<file path="src/rtl/gray_conv_arbiter.sv">
// ============================================================================
// gray_conv_arbiter : round-robin shared binary<->Gray converter, serial G2B.
// Optional GRAY_ARB_STATS_EN adds a saturating completed-conversion counter.
// Revision: 1.0
// ============================================================================
`default_nettype none

module gray_conv_arbiter #(
    parameter int WIDTH = 4,
    parameter int NREQ  = 4,
    parameter int IDW   = $clog2(NREQ)
) (
    input  logic                  clk,
    input  logic                  rst_n,
    input  logic [NREQ-1:0]       req_valid,
    input  logic [NREQ-1:0]       req_mode,
    input  logic [NREQ*WIDTH-1:0] req_data,
    output logic [NREQ-1:0]       req_ready,
    output logic                  rsp_valid,
    input  logic                  rsp_ready,
    output logic [WIDTH-1:0]      rsp_data,
    output logic [IDW-1:0]        rsp_id,
    output logic                  rsp_mode,
    output logic [15:0]           conv_count
);

    localparam int CW = $clog2(WIDTH);

    typedef enum logic [1:0] {
        IDLE = 2'd0,
        B2G  = 2'd1,
        G2B  = 2'd2,
        DONE = 2'd3
    } state_t;

    state_t           state_q;
    logic [IDW-1:0]   last_q;
    logic [IDW-1:0]   rsp_id_q;
    logic [WIDTH-1:0] op_q;
    logic [WIDTH-1:0] rsp_data_q;
    logic             rsp_valid_q;
    logic             rsp_mode_q;
    logic [CW-1:0]    bit_q;

    logic [NREQ-1:0]  w_grant;
    logic [IDW-1:0]   w_gnt_idx;
    logic [WIDTH-1:0] w_gnt_data;
    logic             w_gnt_mode;
    logic             w_found;
    logic [IDW:0]     w_sum;
    logic             w_rsp_fire;

    // Scan from the requester after the last winner, wrapping once.
    always_comb begin
        w_grant    = '0;
        w_gnt_idx  = '0;
        w_gnt_data = '0;
        w_gnt_mode = 1'b0;
        w_found    = 1'b0;
        w_sum      = '0;
        if (state_q == IDLE) begin
            for (int k = 1; k <= NREQ; k++) begin
                w_sum = {1'b0, last_q} + (IDW+1)'(k);
                if (w_sum >= (IDW+1)'(NREQ)) begin
                    w_sum = w_sum - (IDW+1)'(NREQ);
                end
                if (!w_found && req_valid[w_sum[IDW-1:0]]) begin
                    w_found   = 1'b1;
                    w_gnt_idx = w_sum[IDW-1:0];
                end
            end
            if (w_found) begin
                w_grant[w_gnt_idx] = 1'b1;
            end
            for (int j = 0; j < NREQ; j++) begin
                if (w_grant[j]) begin
                    w_gnt_data = req_data[j*WIDTH +: WIDTH];
                    w_gnt_mode = req_mode[j];
                end
            end
        end
    end

    assign w_rsp_fire = (state_q == DONE) && rsp_valid_q && rsp_ready;

    always_ff @(posedge clk or negedge rst_n) begin
        if (!rst_n) begin
            state_q     <= IDLE;
            last_q      <= IDW'(NREQ-1);
            op_q        <= '0;
            rsp_data_q  <= '0;
            rsp_id_q    <= '0;
            rsp_mode_q  <= 1'b0;
            rsp_valid_q <= 1'b0;
            bit_q       <= '0;
        end else begin
            case (state_q)
                IDLE: begin
                    if (w_found) begin
                        op_q       <= w_gnt_data;
                        rsp_id_q   <= w_gnt_idx;
                        rsp_mode_q <= w_gnt_mode;
                        last_q     <= w_gnt_idx;
                        if (w_gnt_mode) begin
                            // The Gray MSB is already the binary MSB.
                            rsp_data_q <= {w_gnt_data[WIDTH-1], {(WIDTH-1){1'b0}}};
                            bit_q      <= CW'(WIDTH-2);
                            state_q    <= G2B;
                        end else begin
                            state_q <= B2G;
                        end
                    end
                end
                B2G: begin
                    rsp_data_q  <= op_q ^ (op_q >> 1);
                    rsp_valid_q <= 1'b1;
                    state_q     <= DONE;
                end
                G2B: begin
                    rsp_data_q[bit_q] <= rsp_data_q[bit_q + 1'b1] ^ op_q[bit_q];
                    bit_q             <= bit_q - 1'b1;
                    if (bit_q == '0) begin
                        rsp_valid_q <= 1'b1;
                        state_q     <= DONE;
                    end
                end
                DONE: begin
                    if (w_rsp_fire) begin
                        rsp_valid_q <= 1'b0;
                        state_q     <= IDLE;
                    end
                end
                default: state_q <= IDLE;
            endcase
        end
    end

    assign req_ready = w_grant;
    assign rsp_valid = rsp_valid_q;
    assign rsp_data  = rsp_data_q;
    assign rsp_id    = rsp_id_q;
    assign rsp_mode  = rsp_mode_q;

`ifdef GRAY_ARB_STATS_EN
    logic [15:0] conv_count_q;

    always_ff @(posedge clk or negedge rst_n) begin
        if (!rst_n) begin
            conv_count_q <= 16'd0;
        end else if (w_rsp_fire && (conv_count_q != 16'hFFFF)) begin
            conv_count_q <= conv_count_q + 16'd1;
        end
    end

    assign conv_count = conv_count_q;
`else
    assign conv_count = 16'd0;
`endif

endmodule

`default_nettype wire
</file>
<file path="config.mk">
export PLATFORM = sky130hd
export DESIGN_NAME = gray_conv_arbiter
export DESIGN_NICKNAME = d
export VERILOG_FILES = /design/src/rtl/gray_conv_arbiter.sv
export SDC_FILE = /design/constraint.sdc
export NUM_CORES = 1
export LEC_CHECK = 0
export CORE_ASPECT_RATIO = 1.4
export CORE_MARGIN = 10
export CORE_UTILIZATION = 45
export DETAILED_ROUTE_END_ITERATION = 8
export PLACE_DENSITY = 0.8
export SKIP_LAST_GASP = 1
export SLEW_MARGIN = 20
export SYNTH_ARGS = -nofsm -noshare
export SYNTH_HDL_FRONTEND = slang
export SYNTH_SLANG_ARGS = --single-unit
</file>
<file path="constraint.sdc">
create_clock -name clk -period 3.28 [get_ports clk]
set_input_delay 0.656 -clock clk [delete_from_list [all_inputs] [get_ports clk]]
set_output_delay 0.656 -clock clk [all_outputs]
set_load 0.01 [all_outputs]
</file>
# After elaboration in Yosys (flattened, before gate mapping)
# Index checks and enable logic that the tools add are counted.
# classes
eq_ne	7
reduce_logical	20
n_bitwise	2
addsub	10
n_mux	65
n_lt_le_gt_ge	13
# ops
op	count
$mux 2	19
$mux 4	9
$mux 1	24
$lt 2x3->1 const B	7
$bmux 1 s2	6
$ge 3x3->1 const B	4
$pmux 4 s3	1
$reduce_and 3->1	4
$sub 2x1->2 const B	5
$ne 2x2->1 const B	4
$pmux 2 s4	1
$logic_and 1x1->1	7
$add 2x2->3 const B	2
$reduce_bool 3->1	2
$bwmux 4	1
$demux 1 s2	2
$eq 2x2->1 const B	2
$ge 2x1->1 const B	2
$logic_not 2->1	2
$pmux 2 s2	1
$xor 4x3->4	1
$add 2x1->3 const B	1
$add 2x3->3 const B	1
$logic_not 1->1	3
6 further kinds	6
# totals
in_bits	27
word_cells	125
out_inout_bits	28
regBits	18

# Logic depth before layout (Yosys ltp)
# logic_depth
depth_word	34
depth_mapped	8

# Worst setup path after synthesis
# Ideal clock, no wire load.
# synth_path
path_type	reg2reg
startpoint	reg bit_q[0]
endpoint	reg rsp_data_q[0], in the netlist rsp_data[0]
stages_incl_launch_ff	9
t_arrival_ns	2.333
setup_time_ns	0.125
period_less_slack_ns	2.458
n_path_buf	0
t_required_ns	3.155
slack_ns	0.822
cell_sequence	dfrtp_1 -> inv_1 -> ha_1 -> mux4_1 -> xor2_1 -> and2_4 -> a222oi_1 -> nor2_1 -> mux2_2
# synth_between
elab_chain_len	6
# synth_rtl
element	line_no	rtl
start, declared	43	logic [CW-1:0] bit_q;
start signal, assigned	107	bit_q <= CW'(WIDTH-2);
start signal, assigned	121	bit_q <= bit_q - 1'b1;
$add 2x1->2, or another cell as far along	120	rsp_data_q[bit_q] <= rsp_data_q[bit_q + 1'b1] ^ op_q[bit_q];
$bmux 1 s2 / $logic_and 1x1->1 (equally long branches)	120	
$mux 1 (not written as such)	120	
$xor 1x1->1 / $demux 1 s2 (equally long branches)	120	
$bwmux 4 *	120	
$pmux 4 s3 *	97	case (state_q)
end signal, assigned	106	rsp_data_q <= {w_gnt_data[WIDTH-1], {(WIDTH-1){1'b0}}};
end signal, assigned	115	rsp_data_q <= op_q ^ (op_q >> 1);
end signal, assigned by index	120	
end, declared	40	logic [WIDTH-1:0] rsp_data_q;
# Every way passes the cells marked *; elsewhere a longest branch is shown, timed or not. The select of a mux whose other input is x is not followed.
# A chain may end at the register's enable or synchronous reset.

# Final worst setup path
# layout_path
startpoint	in req_valid[0]
endpoint	out req_ready[2]
# layout_between
elab_chain_len	23
# layout_rtl
element	line_no	rtl
start, declared	15	input logic [NREQ-1:0] req_valid,
$bmux 1 s2	67	if (!w_found && req_valid[w_sum[IDW-1:0]]) begin
$mux 1 (not written as such)	67	
$mux 1	67	
$mux 1	61	if (state_q == IDLE) begin
$logic_not 1->1	67	
$logic_and 1x1->1	67	
$mux 1	67	
$mux 1	61	
(+6 left out)	n/a	
$mux 2	67	
$mux 2	61	
$lt 2x3->1 (not written as such) / $ge 2x1->1 (equally long branches)	73	w_grant[w_gnt_idx] = 1'b1;
$logic_and 1x1->1 (not written as such)	73	
$mux 1 (not written as such)	73	
$demux 1 s2	73	
$mux 4 *	72	if (w_found) begin
$mux 4 * (2 in series)	61	
end, declared	18	output logic [NREQ-1:0] req_ready,
# Marks and branches as above.

==> results.py <==
metrics = {
    "status": {
        "status": "finished clean",
    },
    "grt": {
        "grt_pass1_wl_mm": 6.62,
        "antenna_found_initial": 0,
        "grt.overflow.total": 0,
        "grt_pass1_vias": 1495,
        "track_usage_pct": 12.7,
        "grt_max_degree": 19,
    },
    "yosys": {
        "synth_ff_type": "dfrtp_1",
        "synthCells": 175,
        "synth_top_cell_by_area": "dfrtp_1",
        "netlist-cell-type-count": 42,
        "yosysWarnings": 0,
        "async_reset_ff_share_pct": 100,
        "synth_edf_count": 0,
        "synth-seq-cells": 18,
        "syn_area_um2": 1540,
        "ys_seq_area_share_pct": 29.5,
        "netlist.area_leader.share_pct": 26.0,
        "yosys-top-cells-area": "dfrtp_1 26%, buf_4 8.3%, ha_1 8.1%, o21ai_0 5.2%, nand2_1 4.6%",
        "syn_avg_cell_area_um2": 8.79,
    },
    "worst_setup_path": {
        "timing.rr.start": "bit_q[0]$_DFFE_PN0P_",
        "worst-setup-path-type": "input port to primary output",
        "cp_slowest_cell": "or4_4",
        "reg2reg_to": "rsp_data[0]$_DFFE_PN0P_",
        "worstPathCellList": "clkdlybuf4s50_1, or4_4, and3_4, and2_2, clkdlybuf4s50_1",
        "required_ns": 2.62,
        "path_max_fanout": 6,
        "cpMostUsedCell": "clkdlybuf4s50_1",
        "max_stage_delay_ns": 0.53,
        "start_kind": "input port",
        "endpoint_kind": "primary output",
        "reg2reg_depth": 8,
        "regToRegSetupSlack_ns": 0.63,
        "cp.arrival_ns": 2.56,
    },
    "pwr": {
        "p_clk_share_pct": 11.0,
        "switching_share_pct": 42.8,
        "p_switching_mw": 0.741,
        "leakagePower_nw": 0.997,
        "seq_power_share_pct": 25.4,
        "internal_power_mw": 0.993,
        "cellPowerDensity_nw_per_um2": 851,
        "ir_worst_vdd_mv": 0.464,
        "power_frac_comb_pct": 63.6,
    },
    "detailed_routing": {
        "vias": 1377,
        "wl_per_cell_um": 15.7,
        "postRouteAntennaNets": 0,
        "drt_iter0_markers": 47,
        "viasPerCell": 5.26,
        "drc": 0,
        "wl_mm": 4.12,
        "firstDrtPassIters": 5,
    },
    "placement": {
        "dp.final_hpwl_mm": 3.25,
        "place_congestion": 0.886,
        "io_buffer_count": 38,
    },
    "timing": {
        "hold_viol_final": 0,
        "worst_pin_slew_ns": 0.861,
        "setup_tns_ns": 0,
        "max_freq_mhz": 311,
        "relSlewSlack_pct": 42.4,
        "min_period_ns": 3.21,
        "rsz0062_at_grt": "false",
        "period_share_pct": 97.9,
        "skew_ns": 0.00306,
        "setup_viol": 0,
        "timing.hold.ws_ns": 0.480,
        "drv_slew": 0,
    },
    "floorplan": {
        "die_h_um": 89.2,
        "start_util_pct": 45.9,
        "die_area_um2": 6190,
        "die_x_um": 69.4,
        "core_um2": 3350,
        "rows": 25,
        "ios": 55,
    },
    "layout": {
        "n_antenna_cell": 0,
        "fin_nets": 260,
        "syn_to_final_growth_pct": 32.5,
        "layout-drive-gt1-share_pct": 16.7,
    },
    "worst_hold_path": {
        "worstHoldEndpoint": "last_q[0]$_DFFE_PN1P_",
        "hold_depth": 2,
        "holdCritStartpoint": "last_q[0]$_DFFE_PN1P_",
        "hp-class": "register to register",
    },
    "clock_network": {
        "ctsHtreeMaxLevel": 1,
        "cts_buffers": 3,
        "cts_tree": "yes",
        "worstSkewPairLatency_ns": 0.26,
        "root_buffer": "clkbuf_8",
        "path_clk_slew_ns": 0.08,
        "clockBufferDepth": 2,
        "cts_sinks": 18,
    },
    "flow_run": {
        "cap_viol_max_count": 0,
    },
}
-- flip-flops by register name, indices dropped and copies added, names as in the netlist --
register / flops
bit_q: 2
last_q: 2
op_q: 4
rsp_data: 4
rsp_id: 2
rsp_mode: 1
rsp_valid: 1
state_q: 2
-- kinds of logic (layout without fill, tap and decap cells) --
family,Yosys count,in the layout,synth area share [%]
compound gates,47,47,20.7
xor+xnor,5,5,2.85
fa+ha+maj,10,10,8.14
buf+inv,30,62,11.5
flops,18,18,29.5
mux,12,12,10.1
other cells,1,16,0.244
simple gates,52,52,17.0
-- layout make-up --
cell class                 count  area (um2)
timing repair buffer          49         470
tap                           40        50.0
multi-input combinational    142         975
inverter                       9        33.8
clock buffer                   4        55.1
sequential                    18         453
fill                         288        1310
-- metal layers --
metal | global-route usage (%) | part of all wire [%] | vias up
li1 | - | - | 685
met1 | 12.4 | 39 | 649
met2 | 25.3 | 55 | 41
met3 | 3.22 | 5.5 | 2
met4 | 4.40 | 0.56 | 0
met5 | 0 | 0 | -
-- worst max-delay path by stage --
stage                         endpoint                 start  slack (ns)  cells past startpoint
6_report                  req_ready[2]          req_valid[0]        0.07                      5
5_1_grt                   req_ready[2]          req_valid[3]       0.004                      6
4_1_cts                   req_ready[1]          req_valid[1]        0.02                      7
3_5_place_dp              req_ready[2]          req_valid[0]        0.03                      6
3_3_place_gp              req_ready[2]          req_valid[2]        0.07                      5
2_1_floorplan  rsp_data[0]$_DFFE_PN0P_  bit_q[0]$_DFFE_PN0P_        0.82                      8
-- synth_stat cells (all sizes together), types with 2 or more instances --
master,instances
a21o,5
a21oi,9
a221oi,3
a31oi,2
and2,4
and3,3
buf,17
clkbuf,4
dfrtp,16
dfstp,2
ha,10
inv,9
mux2,5
mux2i,5
mux4,2
nand2,19
nand2b,2
nand3,2
nor2,12
nor2b,2
nor3,4
o21a,2
o21ai,16
o221ai,2
o31ai,3
xor2,4
-- critical path: cells and delay by family --
kind	cells	cell delay, ns
buffers and inverters	2	1.00
and+or+nand+nor	3	0.91
-- power groups by stage --
stage          clock (mW)  combinational, mW  sequential, mW
2_1_floorplan           0              0.751           0.435
3_3_place_gp            0               1.05           0.440
3_5_place_dp            0               1.08           0.447
4_1_cts             0.196               1.09           0.443
5_1_grt             0.201               1.22           0.461
6_report            0.191               1.10           0.440
-- placed cells by master, fill, tap and decap left out, types with 9 or more instances in the layout --
cell,n
a21oi_1,9
buf_4,11
clkdlybuf4s50_1,35
conb_1,16
dfrtp_1,16
ha_1,10
inv_1,9
nand2_1,19
nor2_1,12
o21ai_0,15
-- metrics by stage --
| stage | std cells | setup slack [ns] | utilization, % | power (mW) | instance area (um2) |
|---|---|---|---|---|---|
| final | 262 | 0.0686 | 60.9 | 1.73 | 2040 |
| after global routing | 262 | 0.00398 | 60.9 | 1.88 | 2040 |
| after CTS | 260 | 0.0226 | 59.9 | 1.73 | 2000 |
| after detailed placement | 256 | 0.0323 | 58.2 | 1.53 | 1950 |
| after global placement | 256 | 0.0745 | 58.2 | 1.49 | 1950 |
| after floorplan | 190 | 0.822 | - | 1.19 | 1590 |
-- what timing repair did --
action / 4_1_cts / 5_1_grt
buffers inserted: 0 / 2
gates resized for setup: 0 / 6
endpoints found under the setup margin: 0 / 3
hold buffers: 0 / 0
Note: power is estimated with default switching activity, not from simulation.
